===== config.mk =====
export PLATFORM = sky130hd
export DESIGN_NAME = uart_tx_arbiter
export DESIGN_NICKNAME = d
export VERILOG_FILES = /design/src/rtl/uart_tx_arbiter.sv
export SDC_FILE = /design/constraint.sdc
export NUM_CORES = 1
export LEC_CHECK = 0
export CELL_PAD_IN_SITES_DETAIL_PLACEMENT = 1
export CELL_PAD_IN_SITES_GLOBAL_PLACEMENT = 1
export CORE_AREA = 2 2 52 54
export DETAILED_ROUTE_END_ITERATION = 16
export DIE_AREA = 0 0 54 56
export PLACE_DENSITY = 0.76
export SKIP_LAST_GASP = 1
export SLEW_MARGIN = 30
export SYNTH_ARGS = -nofsm -noshare
export SYNTH_HDL_FRONTEND = slang
export SYNTH_SLANG_ARGS = --single-unit

===== constraint.sdc =====
create_clock -name clk -period 2.1 [get_ports clk]
set_input_delay 0.42 -clock clk [delete_from_list [all_inputs] [get_ports clk]]
set_output_delay 0.42 -clock clk [all_outputs]
set_load 0.01 [all_outputs]

===== src/rtl/uart_tx_arbiter.sv =====
// uart_tx_arbiter: round-robin arbiter that feeds frames from two requesters
// into a single UART transmitter, one frame at a time.
// Optional feature macro: UART_ARB_TIMEOUT_EN adds a start timeout in
// WAIT_BUSY (timeout_err pulses when tx_busy never rises after a launch).
module uart_tx_arbiter #(
    parameter int INPUT_DATA_WIDTH = 8,
    parameter int START_TIMEOUT    = 16
) (
    input  logic                        clk,
    input  logic                        reset,
    input  logic                        req0_valid,
    input  logic [INPUT_DATA_WIDTH-1:0] req0_data,
    output logic                        req0_ready,
    input  logic                        req1_valid,
    input  logic [INPUT_DATA_WIDTH-1:0] req1_data,
    output logic                        req1_ready,
    output logic                        tx_enable,
    output logic [INPUT_DATA_WIDTH-1:0] tx_data,
    input  logic                        tx_busy,
    output logic                        frame_done,
    output logic                        frame_src,
    output logic                        active,
    output logic                        timeout_err
);

    typedef enum logic [1:0] {
        IDLE      = 2'd0,
        LAUNCH    = 2'd1,
        WAIT_BUSY = 2'd2,
        WAIT_DONE = 2'd3
    } state_t;

    state_t                      state;
    state_t                      state_next;
    logic                        last_grant;
    logic                        grant;
    logic                        take;
    logic                        wait_expired;
    logic [INPUT_DATA_WIDTH-1:0] data_q;
    logic                        src_q;

    // Pick the requester to serve: a lone requester wins, a tie goes to the one not served last
    always_comb begin
        grant = 1'b0;
        if (req0_valid && req1_valid) begin
            grant = ~last_grant;
        end else if (req1_valid) begin
            grant = 1'b1;
        end
    end

    assign req0_ready = (state == IDLE) && !reset && req0_valid && !grant;
    assign req1_ready = (state == IDLE) && !reset && req1_valid && grant;
    assign take       = req0_ready || req1_ready;

    assign active    = (state != IDLE);
    assign tx_data   = data_q;
    assign frame_src = src_q;

`ifdef UART_ARB_TIMEOUT_EN
    localparam int CW = $clog2(START_TIMEOUT + 1);
    logic [CW-1:0] wait_count;

    assign wait_expired = (wait_count == CW'(START_TIMEOUT));

    // Count cycles spent waiting for the transmitter to go busy; zero outside WAIT_BUSY
    always_ff @(posedge clk) begin
        if (reset || (state != WAIT_BUSY)) begin
            wait_count <= '0;
        end else if (!wait_expired) begin
            wait_count <= wait_count + CW'(1);
        end
    end
`else
    assign wait_expired = 1'b0;
`endif

    // Next-state and strobe decode; reset suppresses every strobe in its own cycle
    always_comb begin
        state_next  = state;
        tx_enable   = 1'b0;
        frame_done  = 1'b0;
        timeout_err = 1'b0;
        case (state)
            IDLE: begin
                if (take) state_next = LAUNCH;
            end
            LAUNCH: begin
                if (!tx_busy) begin
                    tx_enable  = 1'b1;
                    state_next = WAIT_BUSY;
                end
            end
            WAIT_BUSY: begin
                if (tx_busy) begin
                    state_next = WAIT_DONE;
                end else if (wait_expired) begin
                    timeout_err = 1'b1;
                    state_next  = IDLE;
                end
            end
            WAIT_DONE: begin
                if (!tx_busy) begin
                    frame_done = 1'b1;
                    state_next = IDLE;
                end
            end
            default: state_next = IDLE;
        endcase
        if (reset) begin
            state_next  = IDLE;
            tx_enable   = 1'b0;
            frame_done  = 1'b0;
            timeout_err = 1'b0;
        end
    end

    // State register, captured frame and round-robin pointer
    always_ff @(posedge clk) begin
        if (reset) begin
            state      <= IDLE;
            last_grant <= 1'b1;
            data_q     <= '0;
            src_q      <= 1'b0;
        end else begin
            state <= state_next;
            if (take) begin
                data_q     <= grant ? req1_data : req0_data;
                src_q      <= grant;
                last_grant <= grant;
            end
        end
    end

endmodule


**Word-level counts from Yosys, hierarchy flattened**

Index checks and enable logic that the tools add are counted.

- Flip-flop bits (word level): 12
- Output and inout port bits: 15
- Logic and storage cells: 37
- Input port bits: 21

- Reductions and logical operators: 12
- Muxes and demuxes: 13
- Eq/ne operators: 7
- Bitwise logic cells: 1

Operators with widths:

| kind | number |
|---|---|
| 2-bit 2-to-1 mux | 4 |
| 8-bit 2-to-1 mux | 1 |
| 2-bit != test, second input constant | 4 |
| 2-bit case mux with 4 select lines | 1 |
| 1-bit 2-to-1 mux | 7 |
| 1-bit logical AND | 6 |
| 2-bit == test, second input constant | 2 |
| 4-bit AND reduction | 1 |
| 2-bit by 1-bit == test with 1-bit output, second input constant | 1 |
| 1-bit logical NOT | 2 |
| 2-bit logical NOT | 1 |
| 2-bit nonzero test | 1 |
| 1-bit logical OR | 1 |
| 1-bit inverter | 1 |

**Logic depth before layout (Yosys ltp)**

Gate-level depths: netlist (run 1).

- Depth in word-level cells: 7
- Mapped depth: 7
- Depth with buffers taken out: 6

**Worst setup path before layout (run 1)**

No wires, ideal clock.

- Path type: register to output
- Start point: reg state[0]
- End point: out req0_ready
- Data arrival time: 1.241 ns
- Buffers on the path: 0
- Required time: 1.680 ns
- Slack: 0.439 ns
- Stages on the path, launching flop included: 5
- Cells stage by stage: dfxtp_1 inv_1 ha_1 inv_2 nor4b_1

- Cells in the longest elaborated chain, start to end: 4

Ends and longest elaborated chain:

| element | RTL line | text |
|---|---|---|
| from (decl) | 33 | `state_t state;` |
| from (signal assigned) | 126 | `state <= state_next;` |
| 2-bit logical NOT | 52 | `assign req0_ready = (state == IDLE) && !reset && req0_valid && !grant;` |
| 1-bit logical AND (3 in series) | 52 |  |
| to (decl) | 13 | `output logic req0_ready,` |

Every way passes these cells.

**Worst setup path after layout (run 1)**

- Start point: in req0_valid
- End point: out req0_ready

- Cells in the longest elaborated chain, start to end: 4

Ends and longest elaborated chain:

| element | RTL line | text |
|---|---|---|
| from (decl) | 11 | `input logic req0_valid,` |
| 1-bit logical AND | 45 | `if (req0_valid && req1_valid) begin` |
| 1-bit 2-to-1 mux | 45 |  |
| 1-bit logical NOT | 52 |  |
| 1-bit logical AND * | 52 |  |

Every way passes the cells marked *; elsewhere a longest branch is shown, timed or not.

==> results of run 1 <==
==> what timing repair did <==
item                                    CTS  global route
buffers inserted                          1             0
endpoints found under the setup margin    4             3
gates resized for setup                   5             5
==> cell usage in the layout (no fill, tap or decap) <==
master,synthesis,layout
nor3b_1,2,2
clkbuf_4,0,3
clkbuf_8,0,1
a41o_1,1,1
ha_1,5,5
buf_12,0,1
nand2b_1,1,1
mux2i_1,8,8
a22oi_1,1,1
nor4b_1,1,1
nor3_4,1,1
a211oi_1,7,7
nor2_1,11,11
a311oi_1,1,1
clkdlybuf4s50_1,0,29
a21oi_1,2,2
buf_4,2,11
dlygate4sd2_1,0,3
a211oi_2,2,2
clkbuf_2,0,1
inv_2,1,1
o22ai_1,1,1
conb_1,1,1
dfxtp_1,12,11
and3_2,2,2
a21boi_4,0,1
dlymetal6s2s_1,0,1
o21ai_0,2,2
inv_1,3,3
nand2_1,1,1
dfxtp_2,0,1
==> worst max path at each step <==
stage / slack (ns) / cells past startpoint / end
6_report: 0.07 / 5 / req0_ready
4_1_cts: -0.01 / 5 / req0_ready
3_3_place_gp: -0.16 / 4 / req0_ready
5_1_grt: 0.03 / 5 / req0_ready
3_5_place_dp: -0.18 / 4 / req1_ready
2_1_floorplan: 0.44 / 4 / req0_ready
==> metal layers <==
layer / part of all wire [%] / routed length, um
met5: 0 / 0
met4: 0.65 / 12
met3: 5.8 / 107
met2: 50 / 924
met1: 43 / 788
==> state kept, by name (all words and copies together) (netlist names) <==
| register | count |
|---|---|
| last_grant | 1 |
| frame_src | 1 |
| tx_data | 8 |
| state | 2 |
==> metrics by stage <==
stage / setup WS, ns / utilization, % / hold WS [ns]
floorplan: 0.439 / - / 0.511
global placement: -0.158 / 46.1 / 0.486
detailed placement: -0.183 / 46.1 / 0.500
CTS: -0.0126 / 48.0 / 0.508
global route: 0.0267 / 48.0 / 0.556
finish: 0.0731 / 48.0 / 0.499
==> worst register-to-register path, delay by kind of cell (launching register included) <==
kind | cells | cell delay [ns]
buf+inv | 3 | 0.37
flops | 1 | 0.33
simple gates | 2 | 0.25
fa+ha+maj | 1 | 0.21
compound gates | 1 | 0.21
==> where the power goes <==
part / switching, W / internal, W / leakage, nW
registers: 0.0000281 / 0.000271 / 0.0994
clock network: 0.0000729 / 0.000105 / 0.0210
logic: 0.000182 / 0.000222 / 0.386
total: 0.000283 / 0.000598 / 0.507
==> cells by family after synthesis <==
family / Yosys count / synth area share (%)
AOI/OAI and AO/OA: 18 / 20.7
adders and majority gates: 5 / 9.14
buffers and inverters: 9 / 7.31
DFF: 12 / 35.1
muxes: 8 / 11.7
other: 1 / 0.548
and+or+nand+nor: 19 / 15.5
==> layout make-up <==
| type | count | share of cell area, % |
|---|---|---|
| clock buffer | 4 | 3.10 |
| inverter | 4 | 1.28 |
| multi-input combinational | 51 | 34.4 |
| sequential | 12 | 20.7 |
| tap | 30 | 3.21 |
| timing repair buffer | 46 | 37.4 |
==> impl_metrics.json, run 1 <==
{
  "status": "completed",
  "yosysWarnings": 0,
  "required_ns": 1.68,
  "grt_overflow_total": 0,
  "syn_area_per_cell_um2": 9.51,
  "synth.most_common_cell": "dfxtp_1",
  "use_met1_pct": 15.5,
  "netlist_top_cells_area": "dfxtp_1 (35%), mux2i_1 (12%), ha_1 (9.1%)",
  "regToRegStartpoint": "state[1]$_SDFFE_PP0P_",
  "critPathArrivalTime_ns": 1.61,
  "clock_latency_ns": 0.27,
  "reg2reg_depth": 7,
  "grtUsageMet2_pct": 23.0,
  "finalWeightedCongestion": 0.694,
  "critical_path.endpoint_type": "primary output",
  "ctsHoldBuffers": 0,
  "pwr_density_cell_nw_per_um2": 754,
  "tritoncts": "done",
  "holdCritStartpoint": "tx_data[6]$_SDFFE_PP0P_",
  "rrSetupSlack_ns": 0.63,
  "grt.total_usage_pct": 13.5,
  "hold_path.class": "register to register",
  "seq_area_frac_synth_pct": 35.1,
  "synth.largest_area_cell": "dfxtp_1",
  "rr_endpoint": "tx_data[4]$_SDFFE_PP0P_",
  "seqCellArea_um2": 241,
  "cts_buffers": 3,
  "placed_area_um2": 1120,
  "path_max_fanout": 3,
  "cp-startpoint": "req0_valid",
  "synth-edff-count": 0,
  "hold_end": "tx_data[6]$_SDFFE_PP0P_",
  "crit_slowest_cell": "clkdlybuf4s50_1",
  "grt_pass1_vias": 741,
  "dp.final_hpwl_um": 1510,
  "grt_max_degree": 17,
  "crit_type": "input pin to primary output",
  "rsz0062_at_grt": "false",
  "n_antenna_cell": 0,
  "grt_first_pass_wirelength_um": 3040,
  "die_w_um": 54,
  "cts-root-buf": "clkbuf_4",
  "leakagePower_nw": 0.507,
  "fill_cells": 285,
  "layout-drive-gt1-share_pct": 21.4,
  "die_height_um": 56,
  "drt-initial-drc-count": 8,
  "dr_total_vias": 705,
  "tns_ns": 0,
  "maxSlewViolCount": 0,
  "rows": 18,
  "dr.pass1.iters": 3,
  "initial_core_util_pct": 28.1,
  "ir_worst_vdd_mv": 0.345,
  "ys.flop_type": "dfxtp_1",
  "finalWirelength_um": 1830,
  "io_buffer_count": 34,
  "startpoint_type": "input pin",
  "syn_to_final_growth_pct": 70.7,
  "grt_use_met3_pct": 2.42,
  "critical_path.top_delay_family": "buffers and inverters",
  "crit_chain": "clkdlybuf4s50_1 -> a21boi_4 -> buf_4 -> nor4b_1 -> clkbuf_2",
  "multi_input_area_um2": 402,
  "async_reset_ff_share_pct": 0,
  "ios": 36,
  "syn_inst": 72,
  "ys_ff_latch": 12,
  "synth_commonest_cells": "dfxtp_1 (12), nor2_1 (11), mux2i_1 (8)",
  "critPathBufInv": 3,
  "synth_nets": 98,
  "gr-max-usage-layer": "met2",
  "ant_nets": 0,
  "avgViaCountPerCell": 4.80,
  "finClkSkew_ns": 0.00217,
  "cap_violations": 0,
  "yosysTopAreaCellShare_pct": 35.1,
  "min_path_cells": 2,
  "critPathMaxStageDelay_ns": 0.54,
  "h-tree-depth": 1,
  "antenna_found_initial": 0,
  "yosysUniqueCellTypes": 26,
  "avgRoutedWirePerCell_um": 12.5,
  "setup_viol": 0,
  "die_area_um2": 3020,
  "max_freq_mhz": 493,
  "clock_path_buffers": 2,
  "finalHoldViolCount": 0,
  "period_share_pct": 96.5,
  "clk_pin_slew_ns": 0.07,
  "power_w": 0.000882,
  "finish.instance_area_um2": 1170,
  "netlist_area_um2": 684,
  "nets": 144,
  "core_um2": 2430,
  "clkSinkCount": 12,
  "place_inst": 142,
  "drc": 0,
  "final_cells": 147,
  "period_needed_ns": 2.03
}
(Power assumes the default switching activity.)
==> inputs of run 2 (changes only) <==
--- a/config.mk
+++ b/config.mk
@@ -5,11 +5,14 @@
 export SDC_FILE = /design/constraint.sdc
 export NUM_CORES = 1
 export LEC_CHECK = 0
+export CAP_MARGIN = 20
 export CELL_PAD_IN_SITES_DETAIL_PLACEMENT = 1
 export CELL_PAD_IN_SITES_GLOBAL_PLACEMENT = 1
 export CORE_AREA = 2 2 52 54
+export CTS_CLUSTER_DIAMETER = 100
 export DETAILED_ROUTE_END_ITERATION = 16
 export DIE_AREA = 0 0 54 56
+export MAX_ROUTING_LAYER = met4
 export PLACE_DENSITY = 0.76
 export SKIP_LAST_GASP = 1
 export SLEW_MARGIN = 30
==> run 2 against run 1 <==
Compared with the run above:
- global-route usage rose by 0.41 points
- critical path depth stayed put
- clock skew is essentially flat
- via count is the same
- count of clock-buffer cells in the layout stayed put
- wire length about the same
- utilization is the same
- combinational power hardly changed
- final cell count stayed put
- non-clock buffer count unchanged
- fmax hardly changed
- critical path type unchanged
- critical endpoint unchanged
- largest cell class unchanged
- largest power group unchanged
- highest routed layer unchanged
==> impl_metrics.json, run 2 (synthesized netlist as in run 1, its figures left out) <==
{
  "startpoint_type": "input pin",
  "h-tree-depth": 1,
  "finalWirelength_um": 1830,
  "dr.pass1.iters": 3,
  "cap_violations": 0,
  "die_w_um": 54,
  "required_ns": 1.68,
  "critical_path.endpoint_type": "primary output",
  "finish.instance_area_um2": 1170,
  "grt.total_usage_pct": 13.9,
  "cts_buffers": 3,
  "drc": 0,
  "critPathArrivalTime_ns": 1.61,
  "grt_pass1_vias": 737,
  "ir_worst_vdd_mv": 0.345,
  "finalWeightedCongestion": 0.701,
  "ios": 36,
  "avgViaCountPerCell": 4.80,
  "hold_path.class": "register to register",
  "maxSlewViolCount": 0,
  "setup_viol": 0,
  "die_area_um2": 3020,
  "layout-drive-gt1-share_pct": 21.4,
  "largest_register_ffs": 8,
  "layout_common_cells": "clkdlybuf4s50_1 (29), nor2_1 (11), dfxtp_1 (11), buf_4 (11), mux2i_1 (8)",
  "grt_max_degree": 17,
  "finClkSkew_ns": 0.00230,
  "core_um2": 2430,
  "dp.final_hpwl_um": 1510,
  "period_needed_ns": 2.03,
  "grt_overflow_total": 0,
  "n_antenna_cell": 0,
  "syn_to_final_growth_pct": 70.7,
  "initial_core_util_pct": 28.1,
  "finalHoldViolCount": 0,
  "rsz0062_at_grt": "false",
  "final_common_cell": "clkdlybuf4s50_1",
  "path_max_fanout": 3,
  "dr_total_vias": 705,
  "die_height_um": 56,
  "antenna_found_initial": 0,
  "avgRoutedWirePerCell_um": 12.5,
  "drt-initial-drc-count": 8,
  "fill_cells": 285,
  "top_layer": "met4",
  "wl_met1_um": 788,
  "clkSinkCount": 12,
  "leakagePower_nw": 0.507,
  "place_inst": 142,
  "rows": 18,
  "status": "completed",
  "clock_path_buffers": 2,
  "io_buffer_count": 34,
  "clock_latency_ns": 0.27,
  "ant_nets": 0,
  "clk_pin_slew_ns": 0.07,
  "wl_met2_um": 925,
  "placed_area_um2": 1120,
  "crit_type": "input pin to primary output",
  "ctsHoldBuffers": 0,
  "period_share_pct": 96.5,
  "tns_ns": 0,
  "nets": 144,
  "routed-wl-met3_um": 106,
  "tritoncts": "done",
  "pwr_density_cell_nw_per_um2": 755,
  "cts-root-buf": "clkbuf_4",
  "max_freq_mhz": 493,
  "grt_first_pass_wirelength_um": 3060,
  "final_cells": 147
}
==> run 2: final cells by class <==
type	count	area [um2]	area share, %
flip-flops and latches	12	241	20.7
repair buffers	46	437	37.4
inverters	4	15.0	1.28
multi-input cells	51	402	34.4
well taps	30	37.5	3.21
clock buffers	4	36.3	3.10
==> run 2: path summary, 6_finish.rpt <==
| check | from | endpoint | slack, ns | cells past startpoint |
|---|---|---|---|---|
| setup / recovery | req0_valid | req0_ready | 0.07 | 5 |
| hold / removal | tx_data[1]$_SDFFE_PP0P_ | tx_data[1]$_SDFFE_PP0P_ | 0.50 | 2 |
| setup reg to reg | state[1]$_SDFFE_PP0P_ | tx_data[4]$_SDFFE_PP0P_ | 0.63 | 7 |
| hold reg to reg | tx_data[1]$_SDFFE_PP0P_ | tx_data[1]$_SDFFE_PP0P_ | 0.50 | 2 |
==> run 2: timing repair <==
item,in CTS,in global routing
setup endpoints to repair,4,3
gates resized for setup,5,5
buffers inserted,1,0
==> run 2: layer usage <==
metal | vias to the layer above | global-route usage (%)
li1 | 348 | -
met1 | 334 | 15.7
met2 | 21 | 23.0
met3 | 2 | 2.42
met4 | 0 | 6.43
met5 | - | -
==> run 2: metrics by stage <==
| stage | utilization, % | hold WS, ns | power [W] | setup slack [ns] |
|---|---|---|---|---|
| after floorplan | - | 0.511 | 0.000507 | 0.439 |
| after detailed placement | 46.1 | 0.500 | 0.000712 | -0.183 |
| after global routing | 48.0 | 0.556 | 0.000951 | 0.0267 |
| final | 48.0 | 0.504 | 0.000882 | 0.0731 |
| after CTS | 48.0 | 0.508 | 0.000898 | -0.0126 |
| after global placement | 46.1 | 0.486 | 0.000693 | -0.158 |
==> run 2: power by group <==
part | total, W | switching (W) | internal (W)
clock | 0.000178 | 0.0000730 | 0.000105
sequential | 0.000299 | 0.0000281 | 0.000271
combinational | 0.000404 | 0.000182 | 0.000222
total | 0.000882 | 0.000283 | 0.000598
==> run 2: critical path, cell delays in order <==
cell	delay, ns
clkdlybuf4s50_1	0.54
a21boi_4	0.08
buf_4	0.14
nor4b_1	0.24
clkbuf_2	0.18
